==> src/rtl/segment_decode_monitor_if.sv <==
// Bus bundle for segment_decode_monitor.
// Optional macro: SEG_DECODE_STATS_EN adds upd_cnt/err_cnt.
// Signalling: seg_in is a free-running asynchronous level with no handshake.
// Every result output is a registered level, and each *_upd/*_valid/illegal/
// seq_err flag is a single-cycle pulse that the receiver must sample on the
// cycle it is high. The receiver has no ready or backpressure path.
interface segment_decode_monitor_if #(
    parameter int PERIOD_W = 25
);
    logic [7:0]          seg_in;
    logic [4:0]          data;
    logic                data_upd;
    logic                illegal;
    logic                seq_err;
    logic [PERIOD_W-1:0] period;
    logic                period_valid;
    logic [1:0]          state_dbg;
`ifdef SEG_DECODE_STATS_EN
    logic [15:0]         upd_cnt;
    logic [15:0]         err_cnt;
`endif

    modport master (
        output seg_in,
        input  data, data_upd, illegal, seq_err, period, period_valid, state_dbg
`ifdef SEG_DECODE_STATS_EN
        , input upd_cnt, err_cnt
`endif
    );

    modport slave (
        input  seg_in,
        output data, data_upd, illegal, seq_err, period, period_valid, state_dbg
`ifdef SEG_DECODE_STATS_EN
        , output upd_cnt, err_cnt
`endif
    );
endinterface

==> src/rtl/segment_decode_monitor.sv <==
// segment_decode_monitor: synchronises and filters a 7-segment bus, decodes the
// glyph (SEG[7] is value bit 4), checks +1 mod 32 stepping and measures the
// update period.
// Optional macro: SEG_DECODE_STATS_EN adds saturating update/error counters.
module segment_decode_monitor #(
    parameter int STABLE_CYCLES  = 4,
    parameter int PERIOD_W       = 25,
    parameter bit SEG_ACTIVE_LOW = 1'b1
) (
    input  logic                    clk,
    input  logic                    rst_n,
    segment_decode_monitor_if.slave bus
);
    localparam int CNT_W = (STABLE_CYCLES > 1) ? $clog2(STABLE_CYCLES) : 1;
    localparam logic [CNT_W-1:0]    STAB_MAX = CNT_W'(STABLE_CYCLES - 1);
    localparam logic [PERIOD_W-1:0] PCNT_MAX = '1;

    typedef enum logic [1:0] {ST_EMPTY = 2'd0, ST_FIRST = 2'd1, ST_RUN = 2'd2} state_t;

    state_t              r_state;
    state_t              w_state_nxt;
    logic [7:0]          r_sync1, r_sync2, r_cand, r_last_pat;
    logic [CNT_W-1:0]    r_stab;
    logic [4:0]          r_data;
    logic                r_upd, r_ill, r_seq, r_pv;
    logic [PERIOD_W-1:0] r_period, r_pcnt;

    logic                w_accept, w_legal;
    logic [6:0]          w_segs;
    logic [3:0]          w_nib;
    logic [4:0]          w_value;
    logic [PERIOD_W:0]   w_pcnt_inc;
    logic [PERIOD_W-1:0] w_period_sat;
    logic                w_upd_nxt, w_ill_nxt, w_seq_nxt, w_pv_nxt;

    // The filter runs on raw synced bits; polarity only matters for decoding.
    assign w_accept     = (r_stab == STAB_MAX) && (r_cand != r_last_pat);
    assign w_segs       = SEG_ACTIVE_LOW ? ~r_cand[6:0] : r_cand[6:0];
    assign w_value      = {r_cand[7], w_nib};
    assign w_pcnt_inc   = {1'b0, r_pcnt} + {{PERIOD_W{1'b0}}, 1'b1};
    assign w_period_sat = w_pcnt_inc[PERIOD_W] ? PCNT_MAX : w_pcnt_inc[PERIOD_W-1:0];

    // Glyph to nibble decode; anything outside the hex set is illegal.
    always_comb begin
        w_legal = 1'b1;
        w_nib   = 4'h0;
        case (w_segs)
            7'h3F: w_nib = 4'h0;
            7'h06: w_nib = 4'h1;
            7'h5B: w_nib = 4'h2;
            7'h4F: w_nib = 4'h3;
            7'h66: w_nib = 4'h4;
            7'h6D: w_nib = 4'h5;
            7'h7D: w_nib = 4'h6;
            7'h07: w_nib = 4'h7;
            7'h7F: w_nib = 4'h8;
            7'h6F: w_nib = 4'h9;
            7'h77: w_nib = 4'hA;
            7'h7C: w_nib = 4'hB;
            7'h39: w_nib = 4'hC;
            7'h5E: w_nib = 4'hD;
            7'h79: w_nib = 4'hE;
            7'h71: w_nib = 4'hF;
            default: w_legal = 1'b0;
        endcase
    end

    // Next state and pulse decisions for an accepted pattern.
    always_comb begin
        w_state_nxt = r_state;
        w_upd_nxt   = 1'b0;
        w_ill_nxt   = 1'b0;
        w_seq_nxt   = 1'b0;
        w_pv_nxt    = 1'b0;
        if (w_accept) begin
            if (!w_legal) begin
                w_ill_nxt = 1'b1;
            end else begin
                w_upd_nxt = 1'b1;
                if (r_state == ST_EMPTY) begin
                    w_state_nxt = ST_FIRST;
                end else begin
                    w_state_nxt = ST_RUN;
                    w_pv_nxt    = 1'b1;
                    w_seq_nxt   = (w_value != r_data + 5'd1);
                end
            end
        end
    end

    // State register.
    always_ff @(posedge clk or negedge rst_n) begin
        if (!rst_n) r_state <= ST_EMPTY;
        else        r_state <= w_state_nxt;
    end

    // Synchroniser, glitch filter and acceptance memory.
    always_ff @(posedge clk or negedge rst_n) begin
        if (!rst_n) begin
            r_sync1    <= '0;
            r_sync2    <= '0;
            r_cand     <= '0;
            r_stab     <= '0;
            r_last_pat <= '0;
        end else begin
            r_sync1 <= bus.seg_in;
            r_sync2 <= r_sync1;
            if (r_sync2 != r_cand) begin
                r_cand <= r_sync2;
                r_stab <= '0;
            end else if (r_stab != STAB_MAX) begin
                r_stab <= r_stab + CNT_W'(1);
            end
            if (w_accept) r_last_pat <= r_cand;
        end
    end

    // Registered results, pulses and the period counter.
    always_ff @(posedge clk or negedge rst_n) begin
        if (!rst_n) begin
            r_data   <= '0;
            r_upd    <= 1'b0;
            r_ill    <= 1'b0;
            r_seq    <= 1'b0;
            r_pv     <= 1'b0;
            r_period <= '0;
            r_pcnt   <= '0;
        end else begin
            r_upd <= w_upd_nxt;
            r_ill <= w_ill_nxt;
            r_seq <= w_seq_nxt;
            r_pv  <= w_pv_nxt;
            if (w_upd_nxt) r_data   <= w_value;
            if (w_pv_nxt)  r_period <= w_period_sat;
            if (w_upd_nxt)
                r_pcnt <= '0;
            else if (r_state != ST_EMPTY && r_pcnt != PCNT_MAX)
                r_pcnt <= r_pcnt + PERIOD_W'(1);
        end
    end

`ifdef SEG_DECODE_STATS_EN
    logic [15:0] r_upd_cnt, r_err_cnt;

    // Saturating statistics; a cycle with both error kinds counts once.
    always_ff @(posedge clk or negedge rst_n) begin
        if (!rst_n) begin
            r_upd_cnt <= '0;
            r_err_cnt <= '0;
        end else begin
            if (w_upd_nxt && r_upd_cnt != 16'hFFFF) r_upd_cnt <= r_upd_cnt + 16'd1;
            if ((w_seq_nxt || w_ill_nxt) && r_err_cnt != 16'hFFFF) r_err_cnt <= r_err_cnt + 16'd1;
        end
    end

    assign bus.upd_cnt = r_upd_cnt;
    assign bus.err_cnt = r_err_cnt;
`endif

    assign bus.data         = r_data;
    assign bus.data_upd     = r_upd;
    assign bus.illegal      = r_ill;
    assign bus.seq_err      = r_seq;
    assign bus.period       = r_period;
    assign bus.period_valid = r_pv;
    assign bus.state_dbg    = r_state;
endmodule

==> src/flat_wrapper.sv <==
// flat-port wrapper written by rule: the top's interface ports become plain ports
module segment_decode_monitor_flat 
#(
    parameter int STABLE_CYCLES  = 4,
    parameter int PERIOD_W       = 25,
    parameter bit SEG_ACTIVE_LOW = 1'b1
)
  (clk, rst_n, bus_seg_in, bus_data, bus_data_upd, bus_illegal, bus_seq_err, bus_period, bus_period_valid, bus_state_dbg);
  segment_decode_monitor_if #(.PERIOD_W(PERIOD_W)) bus_i ();
  input  logic clk;
  input  logic rst_n;
  input wire logic [$bits(bus_i.seg_in)-1:0] bus_seg_in;
  output wire logic [$bits(bus_i.data)-1:0] bus_data;
  output wire logic [$bits(bus_i.data_upd)-1:0] bus_data_upd;
  output wire logic [$bits(bus_i.illegal)-1:0] bus_illegal;
  output wire logic [$bits(bus_i.seq_err)-1:0] bus_seq_err;
  output wire logic [$bits(bus_i.period)-1:0] bus_period;
  output wire logic [$bits(bus_i.period_valid)-1:0] bus_period_valid;
  output wire logic [$bits(bus_i.state_dbg)-1:0] bus_state_dbg;
  assign bus_i.seg_in = bus_seg_in;
  assign bus_data = bus_i.data;
  assign bus_data_upd = bus_i.data_upd;
  assign bus_illegal = bus_i.illegal;
  assign bus_seq_err = bus_i.seq_err;
  assign bus_period = bus_i.period;
  assign bus_period_valid = bus_i.period_valid;
  assign bus_state_dbg = bus_i.state_dbg;
  segment_decode_monitor #(.STABLE_CYCLES(STABLE_CYCLES), .PERIOD_W(PERIOD_W), .SEG_ACTIVE_LOW(SEG_ACTIVE_LOW)) u_core (.clk(clk), .rst_n(rst_n), .bus(bus_i));
endmodule
==> config.mk <==
export PLATFORM = sky130hd
export DESIGN_NAME = segment_decode_monitor_flat
export DESIGN_NICKNAME = d
export VERILOG_FILES = /design/src/rtl/segment_decode_monitor_if.sv /design/src/rtl/segment_decode_monitor.sv /design/src/flat_wrapper.sv
export SDC_FILE = /design/constraint.sdc
export NUM_CORES = 1
export LEC_CHECK = 0
export CORE_UTILIZATION = 35
export CTS_CLUSTER_SIZE = 40
export DETAILED_ROUTE_END_ITERATION = 10
export PLACE_DENSITY = 0.63
export SETUP_SLACK_MARGIN = 0.3
export SLEW_MARGIN = 20
export SYNTH_ARGS = -nofsm -noshare
export SYNTH_HDL_FRONTEND = slang
export SYNTH_SLANG_ARGS = --single-unit
export TNS_END_PERCENT = 100
==> constraint.sdc <==
create_clock -name clk -period 4.1 [get_ports clk]
set_clock_uncertainty 0.05 [all_clocks]
set_input_delay 0.41 -clock clk [delete_from_list [all_inputs] [get_ports clk]]
set_output_delay 0.41 -clock clk [all_outputs]
set_load 0.005 [all_outputs]
==> out/summary.txt <==
pre-CTS setup slack = 1.24 ns
Tcrit/Tclk final = 71.1%
hold_buf cts = 0
Worst Setup End Kind = register
Hold Violations, Final = 0
Tightest Pin Transition = 0.915 ns
Worst Hold Class = in2async
postcts setup bufs = 0
critical path arrival = 3.09 ns
Post-Syn Area = 4560 um2
sequential area share after synthesis = 52.1%
Required @ worst endpoint = 4.27 ns
internal cell power = 1.40 mW
Root Buffer = clkbuf_16
hold slack = 0.0262 ns
per-cell routed wire length = 14.3 um
RSZ-0062 raised after global routing = no
Fin Setup TNS = 0 ns
Die W = 116 um
Iter 0 DRT Violations = 276
endpoints failing setup = 0
asr flop ratio synth = 100%
number of flops mapped to enable cells by yosys = 0
Slew Limit Headroom = 38.8%
Core Region = 12700 um2
status = finished clean
vias per cell = 5.00
routed vias = 3233
P per Cell Area = 337 nW/um2
Die H = 116 um
post-DP HPWL = 6200 um
peak supply drop = 0.000138 V
WP buf/inv = 1
num rows = 41
Yosys reg bits = 95
Final GP Congestion = 0.815
Post-Synthesis Cells = 436
largest net degree at the start of global routing = 79
Net Count, Synth = 449
synth unique cells = 50
CP peak stage delay = 0.65 ns
fraction of layout cells with a size suffix above 1 = 8.65%
Total Routing Usage GR = 14.9%
vias in the first global route = 3041
post-layout util = 42.5%
Final min period = 2.91 ns
FMAX = 343 MHz
Leakage = 2.29 nW
sw frac = 22.6%
# H-tree levels = 3
max-cap viol count = 0
clk_lat worst skew = 0.34 ns
CP max-delay cell = dfrtp_1
Diodes inserted = 0
Pre-antenna DRT Iters = 4
Primary FF master, synth = dfrtp_1
critical path class = reg2reg
Final Worst Setup Slack = 1.19 ns
CTS clk-pin slew, worst paths = 0.07 ns
net switching power = 0.410 mW
initial antenna violation count = 0
yosys warns = 0
total CTS buffers = 9
Boundary Pins = 46
PortBufs = 45
crit path cell chain = nor4b_1, o31ai_1, and4_1, a311oi_4, buf_4, mux2_2
drt drc = 0
Final nets = 482
full die area = 13500 um2
Routed Antenna Nets = 0
Worst path top cell family by delay = simple AND/OR/NAND/NOR gates
Seq pwr share = 53.4%
Max clock buf depth = 2
Area Growth Syn to Fin = 18.1%
Routed WL = 9230 um
final-layout fill cell count = 1209
total gr overflow = 0
CTS sink cnt = 95
synthesized area per cell = 10.5 um2
max-slew violations = 0
clock share of power = 43.4%
Resize count post-CTS = 0
combinational share of power = 3.2%
Worst setup SP type = register
CP Max Fanout = 50
Starting Density = 36.0%
first-pass GRT wire length = 15500 um
FF-to-FF setup slack = 1.19 ns
CTS tree = built
==> cell usage in the layout (no fill, tap or decap), drive strengths merged, types with 4 or more instances in the layout <==
cell	instances
buf	7
clkdlybuf4s50	44
nand2	25
and3	7
nor4	6
and2	4
xor2	32
nor2	75
xnor2	35
mux2	13
nor3	7
a31oi	25
nand3	14
dfrtp	95
clkbuf	12
inv	8
nand4	10
a21oi	4
nor2b	4
o21ai	4
==> cells in the mapped netlist, drive strengths merged (2+ instances only) <==
cell,instances,area [um2]
xor2,32,280
dfrtp,95,2380
mux2i,3,30.0
and4,2,17.5
o31ai,2,15.0
nor4b,2,17.5
a31oi,25,163
nand3,14,70.1
or3,3,18.8
nand2,25,93.8
and3,7,43.8
xnor2,35,307
o21ai,4,20.0
a21oi,4,20.0
nor3,7,40.0
a21o,2,15.0
mux2,13,146
nand4,10,62.6
nor2b,4,25.0
o22ai,2,12.5
clkbuf,14,52.6
o211ai,2,15.0
buf,15,113
nor2,75,282
nor4,6,37.5
a221oi,2,23.8
inv,7,26.3
ha,3,37.5
and2,4,25.0
==> registers in the layout, summed over array words and instances, names as in the netlist <==
register,flops
u_core.bus.data_upd,1
u_core.r_last_pat,8
u_core.r_sync2,8
u_core.r_stab,2
u_core.r_cand,8
u_core.bus.period_valid,1
u_core.bus.seq_err,1
u_core.bus.state_dbg,2
u_core.bus.data,5
u_core.bus.period,25
u_core.r_sync1,8
u_core.bus.illegal,1
u_core.r_pcnt,25
==> per-layer routing <==
layer	vias to the layer above	GRT usage, %	share of wire, %
li1	1566	-	-
met1	1585	21.4	49
met2	68	22.1	45
met3	14	3.32	3.9
met4	0	5.21	1.4
met5	-	0	0
==> worst paths after layout <==
path                              startpoint                    end  depth (start not counted)
setup / recovery            u_core.r_cand[3]  u_core.bus.period[17]                          6
hold / removal                         rst_n  u_core.bus.period[20]                          1
setup reg to reg            u_core.r_cand[3]  u_core.bus.period[17]                          6
hold reg to reg            u_core.r_sync1[6]      u_core.r_sync2[6]                          0
max in group asynchronous              rst_n      u_core.r_pcnt[18]                          2
min in group clk           u_core.r_sync1[6]      u_core.r_sync2[6]                          0
==> cell type report <==
cell class | count | area, um2 | area share [%]
clock inverter | 4 | 30.0 | 0.558
sequential | 95 | 2380 | 44.2
tap | 172 | 215 | 4.00
inverter | 7 | 26.3 | 0.488
clock buffer | 12 | 246 | 4.58
timing repair buffer | 51 | 497 | 9.23
multi-input combinational | 305 | 1990 | 37.0
==> power groups by stage <==
stage	Clock [mW]	Sequential, mW	Combinational (mW)
detailed placement	0	0.986	0.0598
floorplan	0	0.974	0.0406
finish	0.786	0.969	0.0589
CTS	0.804	0.968	0.0603
global route	0.843	0.971	0.0668
global placement	0	0.985	0.0591
==> stage by stage <==
step           total power, mW  cell area (um2)  instances
6_report                  1.81             5380        646
3_3_place_gp              1.04             5100        630
5_1_grt                   1.88             5380        646
3_5_place_dp              1.05             5100        630
2_1_floorplan             1.01             4560        436
4_1_cts                   1.83             5380        646
==> logic make-up after synthesis <==
kind of cell             share of synthesized area, %
flip-flops                                       52.1
adder cells (fa/ha/maj)                         0.823
XOR/XNOR                                         12.9
AO/OA/AOI/OAI                                    8.34
AND/OR/NAND/NOR                                  17.8
buffers and inverters                            4.20
multiplexers                                     3.87
Note: power is estimated with default switching activity, not from simulation.
